`src/rtl/knight_scanner_if.sv`:
```
// Purpose: control/status bundle between a knight_scanner and whoever drives it.
// Ports:   en/mode/div flow into the scanner; out/pos/dir/tick flow back.
// Modports: master = controller side, slave = scanner side.
interface knight_scanner_if #(
    parameter int N     = 8,
    parameter int DIV_W = 16
);
    localparam int PW = (N > 1) ? $clog2(N) : 1;

    logic             en;
    logic [1:0]       mode;
    logic [DIV_W-1:0] div;
    logic [N-1:0]     out;
    logic [PW-1:0]    pos;
    logic             dir;
    logic             tick;

    modport master (output en, mode, div, input out, pos, dir, tick);
    modport slave  (input en, mode, div, output out, pos, dir, tick);
endinterface

```
`src/rtl/knight_scanner.sv`:
```
// Purpose: knight-rider LED scanner; a head plus TAIL-1 trailing segments walks
//          across N LEDs once per (div+1) enabled cycles in bounce/wrap/hold mode.
// Latency: pos, dir, tick and out all update on the clock edge that steps.
// Backpressure: none; en=0 freezes the prescaler and the head.
// Ports:   ck, res_n (async active-low); bus.slave carries en, mode, div in and
//          out, pos, dir, tick out.
// Option:  define TRAIL_FADE_EN to dim tail segment k to a 16>>k duty cycle
//          using a free-running 4-bit phase counter.
module knight_scanner #(
    parameter int N     = 8,
    parameter int TAIL  = 3,
    parameter int DIV_W = 16
) (
    input  logic              ck,
    input  logic              res_n,
    knight_scanner_if.slave   bus
);
    localparam int PW = (N > 1) ? $clog2(N) : 1;
    localparam logic [PW-1:0] P_MAX = PW'(N - 1);
    localparam logic [PW-1:0] P_ONE = PW'(1);

    localparam logic [1:0] M_BOUNCE = 2'b00;
    localparam logic [1:0] M_UP     = 2'b01;
    localparam logic [1:0] M_DOWN   = 2'b10;

`ifdef TRAIL_FADE_EN
    localparam bit FADE = 1'b1;
`else
    localparam bit FADE = 1'b0;
`endif

    logic [DIV_W-1:0] cnt;
    logic [PW-1:0]    pos_q, pos_n;
    logic             dir_q, dir_n;
    logic [1:0]       mode_q, mode_n;   // mode latched at the last step; drives clip vs wrap
    logic             tick_q;
    logic [N-1:0]     out_q;
    logic [3:0]       ph_nx;
    logic             step;

    // Live compare: if div drops below cnt, cnt runs on to all-ones and wraps.
    assign step = bus.en && (cnt == bus.div);

`ifdef TRAIL_FADE_EN
    logic [3:0] ph;
    assign ph_nx = ph + 4'd1;

    always_ff @(posedge ck or negedge res_n) begin
        if (!res_n) ph <= 4'd0;
        else        ph <= ph_nx;
    end
`else
    assign ph_nx = 4'd0;
`endif

    // Lit-segment mask for a given head/direction/mode. Segment k trails the
    // head by k; wrap modes fold indices modulo N, other modes clip them.
    function automatic logic [N-1:0] seg_mask(input logic [PW-1:0] p,
                                              input logic          d,
                                              input logic [1:0]    m,
                                              input logic [3:0]    phase);
        logic [N-1:0] mk;
        int           idx;
        logic         wrap;
        logic         lit;
        mk   = '0;
        wrap = (m == M_UP) || (m == M_DOWN);
        for (int k = 0; k < TAIL; k++) begin
            idx = d ? (int'(p) - k) : (int'(p) + k);
            if (wrap) idx = ((idx % N) + N) % N;
            lit = (k == 0) || !FADE || (int'(phase) < (16 >> k));
            if (lit && idx >= 0 && idx < N) mk[idx[PW-1:0]] = 1'b1;
        end
        return mk;
    endfunction

    always_comb begin
        pos_n  = pos_q;
        dir_n  = dir_q;
        mode_n = mode_q;
        if (step) begin
            mode_n = bus.mode;
            case (bus.mode)
                M_BOUNCE: begin
                    // Turn around on the end itself so each end is shown for one step only.
                    if (dir_q) begin
                        if (pos_q == P_MAX) begin
                            pos_n = P_MAX - P_ONE;
                            dir_n = 1'b0;
                        end else begin
                            pos_n = pos_q + P_ONE;
                        end
                    end else begin
                        if (pos_q == '0) begin
                            pos_n = P_ONE;
                            dir_n = 1'b1;
                        end else begin
                            pos_n = pos_q - P_ONE;
                        end
                    end
                end
                M_UP: begin
                    dir_n = 1'b1;
                    pos_n = (pos_q == P_MAX) ? '0 : pos_q + P_ONE;
                end
                M_DOWN: begin
                    dir_n = 1'b0;
                    pos_n = (pos_q == '0) ? P_MAX : pos_q - P_ONE;
                end
                default: ;  // hold: head frozen, tick still pulses
            endcase
        end
    end

    always_ff @(posedge ck or negedge res_n) begin
        if (!res_n) begin
            cnt    <= '0;
            pos_q  <= '0;
            dir_q  <= 1'b1;
            mode_q <= M_BOUNCE;
            tick_q <= 1'b0;
            out_q  <= {{(N-1){1'b0}}, 1'b1};
        end else begin
            tick_q <= step;
            if (bus.en) cnt <= step ? '0 : cnt + 1'b1;
            pos_q  <= pos_n;
            dir_q  <= dir_n;
            mode_q <= mode_n;
            // Built from next-state values so out moves on the same edge as pos.
            out_q  <= seg_mask(pos_n, dir_n, mode_n, ph_nx);
        end
    end

    assign bus.out  = out_q;
    assign bus.pos  = pos_q;
    assign bus.dir  = dir_q;
    assign bus.tick = tick_q;
endmodule
```
`src/flat_wrapper.sv`:
```
// flat-port wrapper written by rule: the top's interface ports become plain ports
module knight_scanner_flat 
#(
    parameter int N     = 8,
    parameter int TAIL  = 3,
    parameter int DIV_W = 16
)
  (ck, res_n, bus_en, bus_mode, bus_div, bus_out, bus_pos, bus_dir, bus_tick);
  knight_scanner_if #(.N(N), .DIV_W(DIV_W)) bus_i ();
  input  logic ck;
  input  logic res_n;
  input wire logic [$bits(bus_i.en)-1:0] bus_en;
  input wire logic [$bits(bus_i.mode)-1:0] bus_mode;
  input wire logic [$bits(bus_i.div)-1:0] bus_div;
  output wire logic [$bits(bus_i.out)-1:0] bus_out;
  output wire logic [$bits(bus_i.pos)-1:0] bus_pos;
  output wire logic [$bits(bus_i.dir)-1:0] bus_dir;
  output wire logic [$bits(bus_i.tick)-1:0] bus_tick;
  assign bus_i.en = bus_en;
  assign bus_i.mode = bus_mode;
  assign bus_i.div = bus_div;
  assign bus_out = bus_i.out;
  assign bus_pos = bus_i.pos;
  assign bus_dir = bus_i.dir;
  assign bus_tick = bus_i.tick;
  knight_scanner #(.N(N), .TAIL(TAIL), .DIV_W(DIV_W)) u_core (.ck(ck), .res_n(res_n), .bus(bus_i));
endmodule
```
`config.mk`:
```
export PLATFORM = sky130hd
export DESIGN_NAME = knight_scanner_flat
export DESIGN_NICKNAME = d
export VERILOG_FILES = /design/src/rtl/knight_scanner_if.sv /design/src/rtl/knight_scanner.sv /design/src/flat_wrapper.sv
export SDC_FILE = /design/constraint.sdc
export NUM_CORES = 1
export LEC_CHECK = 0
export ABC_AREA = 0
export CAP_MARGIN = 20
export CORE_UTILIZATION = 54
export DETAILED_ROUTE_END_ITERATION = 7
export GPL_TIMING_DRIVEN = 0
export HOLD_SLACK_MARGIN = 0.06
export PLACE_DENSITY = 0.81
export SLEW_MARGIN = 20
export SYNTH_ARGS = -nofsm -noshare
export SYNTH_HDL_FRONTEND = slang
export SYNTH_SLANG_ARGS = --single-unit
```
`constraint.sdc`:
```
create_clock -name ck -period 4.5 [get_ports ck]
set_input_delay 0.9 -clock ck [delete_from_list [all_inputs] [get_ports ck]]
set_output_delay 0.9 -clock ck [all_outputs]
set_load 0.01 [all_outputs]
```
# == Word-level counts from Yosys, hierarchy flattened ==
# Index checks and enable logic that the tools add are counted.
# classes
add_sub_neg,10
n_lt_le_gt_ge,12
n_eq_ne,6
muxes,28
bitwise_logic,7
n_reduce_logical,15
# ops
op,n
32-bit 2-to-1 mux,5
32-bit by 1-bit greater-or-equal comparator with 1-bit output (second input constant),3
32-bit by 5-bit < comparator with 1-bit output (second input constant),3
8-bit 2-to-1 mux,3
3-bit 2-to-1 mux,6
16-bit by 1-bit adder with 16-bit output (second input constant),1
16-bit == test,1
16-bit 2-to-1 mux,1
8-bit OR,2
3-bit OR reduction,5
4-bit by 5-bit adder with 6-bit output (second input constant),2
3-bit by 4-bit < comparator with 1-bit output (second input constant),3
1-bit demux with 3-bit select,3
3-bit by 1-bit greater-or-equal comparator with 1-bit output (second input constant),3
3-bit one-hot mux with 3 select lines,1
1-bit logical AND,7
1-bit 2-to-1 mux,7
3-bit by 1-bit adder with 3-bit output (second input constant),2
3-bit by 1-bit adder with 4-bit output (second input constant),1
3-bit by 2-bit adder with 4-bit output (second input constant),1
1-bit bitwise AND,4
2-bit by 1-bit == test with 1-bit output (second input constant),2
2-bit == test (second input constant),2
3-bit by 1-bit subtractor with 4-bit output (second input constant),1
9 further kinds,9
# word_totals
regBits,31
input_bits,21
out_inout_bits,13
word_cells,84

# == Logic depth before layout (Yosys ltp) ==
# logic_depth
word_depth,21
depth_mapped,17
mapped_depth_nobuf,16

# == Least setup slack after synthesis ==
# No wires, ideal clock.
# synth_timing
path_kind,input to register
start,input port bus_div[10]
end,register u_core.out_q[3] (netlist: u_core.bus.out[3])
setup_time_ns,0.083
arrival_time_ns,3.913
required_ns,4.417
path_slack_ns,0.504
cell_stages,16
n_path_buf,1
path_cell_list,xor2_1 > a2111oi_4 > nand4_4 > nor3_1 > a21oi_1 > a21oi_1 > buf_2 > inv_1 > ha_1 > o311ai_0 > nor3_1 > mux2i_1 > nand4_1 > xor2_4 > or3b_1 > o21ai_0
# synth_between
elab_chain_cells,15
elab_cells_between_ends,59
classes_between,add/sub: 7; order compare: 12; eq/ne: 3; mux: 17; bitwise: 7; reduce/logical: 13
# synth_rtl
element,line_no,text
from (decl),flat_wrapper.sv:14,input wire logic [$bits(bus_i.div)-1:0] bus_div;
16-bit == test (*),knight_scanner.sv:42,assign step = bus.en && (cnt == bus.div);
1-bit logical AND (*),knight_scanner.sv:42,
3-bit 2-to-1 mux (*),knight_scanner.sv:81,if (step) begin
named net u_core.pos_n[0],knight_scanner.sv:33,"logic [PW-1:0] pos_q, pos_n;"
3-bit by 1-bit adder with 4-bit output or 3-bit by 1-bit subtractor with 4-bit output (tied branches),knight_scanner.sv:69,idx = d ? (int'(p) - k) : (int'(p) + k);
32-bit 2-to-1 mux,knight_scanner.sv:69,
3-bit OR reduction (no source line) or 4-bit by 5-bit adder with 6-bit output (tied branches),--,
1-bit bitwise AND (no source line) or 32-bit 2-to-1 mux (tied branches),--,
"4-bit by 5-bit adder with 6-bit output, or another cell as far along",knight_scanner.sv:70,if (wrap) idx = ((idx % N) + N) % N;
1-bit bitwise AND (no source line) or 1-bit logical AND (tied branches),--,
32-bit 2-to-1 mux or 1-bit 2-to-1 mux (tied branches),"knight_scanner.sv:70, knight_scanner.sv:72",
"32-bit by 1-bit greater-or-equal comparator with 1-bit output, or another cell as far along",knight_scanner.sv:72,if (lit && idx >= 0 && idx < N) mk[idx[PW-1:0]] = 1'b1;
1-bit logical AND or 8-bit OR (tied branches),--,
8-bit 2-to-1 mux,knight_scanner.sv:72,
8-bit OR (no source line),--,
8-bit 2-to-1 mux (*),knight_scanner.sv:72,
to (signal assigned),knight_scanner.sv:122,"out_q <= {{(N-1){1'b0}}, 1'b1};"
to (signal assigned),knight_scanner.sv:130,"out_q <= seg_mask(pos_n, dir_n, mode_n, ph_nx);"
to (decl),knight_scanner.sv:37,logic [N-1:0] out_q;
# Mark *: on every way through the listed nets, which the timed path passes. The rest lies on a longest branch.
# A chain may end at the register's enable or synchronous reset.

# == Worst setup path after layout ==
# layout_timing
start,input port bus_div[12]
end,register u_core.out_q[4] (netlist: u_core.bus.out[4])
# The elaborated chain is that of the path after synthesis.

==> metrics.yaml <==
critical_path:
  worst_setup_path_end_kind: "flop"
  start_kind: "input port"
  critical_path_required_ns: 4.70
  reg2regPathDepth: 16
  path_class: "in2reg"
  path_max_fanout: 8
  critPathArrivalTime_ns: 4.53
logic_synthesis:
  syn_nets: 266
  ys_async_sr_fraction: 1.000
  synth-main-ff-cell: "dfrtp_1"
  syn_area_sq_um: 2148
  netlist_instances: 233
  synth.distinct_cells: 53
  ys_seq_elements: 31
  syn_avg_cell_area_sq_um: 9.220
  synth_edf_count: 0
  yosysWarnings: 0
  yosysSeqAreaShare: 0.3623
clocking:
  cts_tree: "done"
  clk_pin_slew_worst_paths_ns: 0.07
  h-tree-depth: 2
  cts_inserted_buffers: 5
  cts_num_sinks: 31
  clk_path_buf_depth: 2
  cts-root-buf: "clkbuf_8"
  cts_hold_buf: 0
  clkLatencyLatePin_ns: 0.28
timing:
  fmax_mhz: 230.9
  setup_ws_ns: 0.1693
  report.final.slew_viol_count: 0
  setup_viol: 0
  fin_crit_ns: 4.331
  fin_skew_ns: 0.006943
  relSlewSlack: 0.5437
  post-route-period-util: 0.9624
  hold_viol_final: 0
  worstMarginPinSlew_ns: 0.6844
detailed_routing:
  via_per_inst: 5.595
  first_iter_violations: 75
  wire_per_inst_microns: 14.25
  ant_nets: 0
  vias: 1824
  drc: 0
  routed_wl_microns: 4646
  firstDrtPassIters: 5
die:
  die_area_sq_um: 4235
  start_util: 0.5739
  core.rowCount: 22
  die_x_microns: 65.08
  pin_count: 34
  core-area_sq_um: 3744
  die_h_microns: 65.08
power_and_ir_drop:
  power.density_nw_per_um2: 266.5
  ir_drop_mv: 0.1486
  p_leak_uw: 0.001164
global_route:
  grt_max_degree: 32
  first_global_vias: 1773
  gr-total-overflow: 0
  grt_pass1_wl_microns: 7679
  antenna_found_initial: 0
  track_usage: 0.2426
place:
  post-place-ws_ns: -0.4959
  place_congestion: 0.8835
  post-place-cells: 314
  dp_hpwl_microns: 3323
  portBuffers: 33
layout:
  drive_gt1_frac: 0.1043
  instances_no_fill: 326
  layout.nets: 310
  final_common_cell: "clkdlybuf4s50_1"
  area.growth.synth_to_final_pct: 24.52
  layout.cells.most_common_list: "31 x clkdlybuf4s50_1, 29 x dfrtp_1, 26 x nor2_1"
  antenna_cells: 0
min_path:
  hold_class: "reg2reg"
  min_path_cells: 2
run_status:
  status: "finished, final reports clean"
job:
  maxCapViolCount: 0
-- cells by family (layout without fill, tap and decap cells) --
family / after synthesis / in the layout / synth area share
AO/OA/AOI/OAI: 49 / 49 / 0.1677
multiplexers: 6 / 6 / 0.02912
buffers and inverters: 23 / 68 / 0.04426
AND/OR/NAND/NOR: 81 / 81 / 0.1916
adder cells (fa/ha/maj): 12 / 12 / 0.06989
flip-flops: 31 / 31 / 0.3623
XOR/XNOR: 31 / 31 / 0.1351
-- power breakdown --
group	switching [uW]	leakage [uW]	internal, uW
Combinational	67.4	0.000716	69.6
Clock	104	0.0000482	123
Sequential	40.3	0.000400	308
Total	212	0.00116	501
-- flip-flops by register name, summed over array words and instances, names as in the netlist --
signal / cells
u_core.bus.dir: 1
u_core.bus.out: 8
u_core.bus.pos: 3
u_core.bus.tick: 1
u_core.cnt: 16
u_core.mode_q: 2
-- synth_stat cells, types with 2 or more instances --
cell type  count  share of area
a311oi_1       2         0.0082
dfstp_2        2          0.024
nand3_1        4         0.0093
mux2_2         2          0.010
mux2i_1        4          0.019
and3_1         4          0.012
nor2_1        26          0.045
xor2_1        17          0.069
ha_1          12          0.070
a21boi_0       2         0.0070
or3_1          5          0.015
nand2_1       19          0.033
o22ai_1        2         0.0058
nand4_1        5          0.015
inv_1         16          0.028
or2_1          2         0.0058
nand2b_1       2         0.0058
xnor2_1       13          0.053
nor3_1         5          0.012
a21o_1         2         0.0070
a21oi_1       11          0.026
o21ai_0       13          0.030
dfrtp_1       29           0.34
a31oi_1        2         0.0058
o311ai_0       3          0.012
clkbuf_1       2         0.0035
-- timing repair --
| item | CTS | global route |
|---|---|---|
| setup buffers | 0 | 4 |
| gates resized for setup | 2 | 5 |
| pin swaps | 0 | 2 |
| setup endpoints to repair | 8 | 8 |
-- worst paths after layout --
check	start	end	slack, ns
worst max-delay path	bus_div[12]	u_core.bus.out[4]$_DFF_PN0_	0.17
worst min-delay path	u_core.mode_q[0]$_DFF_PN0_	u_core.mode_q[0]$_DFF_PN0_	0.50
worst max register to register	u_core.cnt[0]$_DFFE_PN0P_	u_core.bus.out[4]$_DFF_PN0_	0.75
worst min register to register	u_core.mode_q[0]$_DFF_PN0_	u_core.mode_q[0]$_DFF_PN0_	0.50
max in group asynchronous	res_n	u_core.bus.out[1]$_DFF_PN0_	3.40
min in group asynchronous	res_n	u_core.cnt[1]$_DFFE_PN0P_	0.66
-- metal layers --
layer  vias to the layer above  share of wire  global-route usage
met2                        63           0.50              0.4258
met4                         0          0.025              0.1168
li1                        904              -                   -
met1                       848           0.41              0.2738
met3                         9          0.059             0.05810
met5                         -              0                   0
-- area by class of cell --
| type | count | area [sq um] |
|---|---|---|
| flip-flops and latches | 31 | 778.2 |
| clock buffers | 7 | 86.33 |
| plain buffers | 5 | 30.03 |
| inverters | 18 | 67.56 |
| well taps | 48 | 60.06 |
| repair buffers | 37 | 357.8 |
| clock inverters | 1 | 5.005 |
| multi-input cells | 179 | 1290 |
| fillers | 303 | 1069 |
-- critical path, cell delays in order --
cell and delay (ns):
clkdlybuf4s50_1 0.43, xnor2_1 0.19, nand4_1 0.19, or2_1 0.26, clkbuf_1 0.20, or2_1 0.27
buf_6 0.14, o22a_1 0.26, inv_2 0.16, ha_1 0.17, inv_1 0.06, nor4_1 0.34
mux2i_1 0.12, nand4_1 0.20, xor2_4 0.24, a21bo_2 0.25, mux2i_1 0.14
-- through the flow --
step	TNS (ns)	utilization	hold WS, ns	cell area, sq um	power (uW)
6_report	0	0.7146	0.5046	2675	712.9
5_1_grt	-0.005509	0.7146	0.5401	2675	753.1
4_1_cts	0	0.7042	0.5040	2636	722.2
3_5_place_dp	-3.180	0.6768	0.4885	2534	489.8
3_3_place_gp	-2.697	0.6781	0.4789	2539	486.4
2_1_floorplan	0	-	0.4669	2148	438.6
Note: power is estimated with default switching activity, not from simulation.
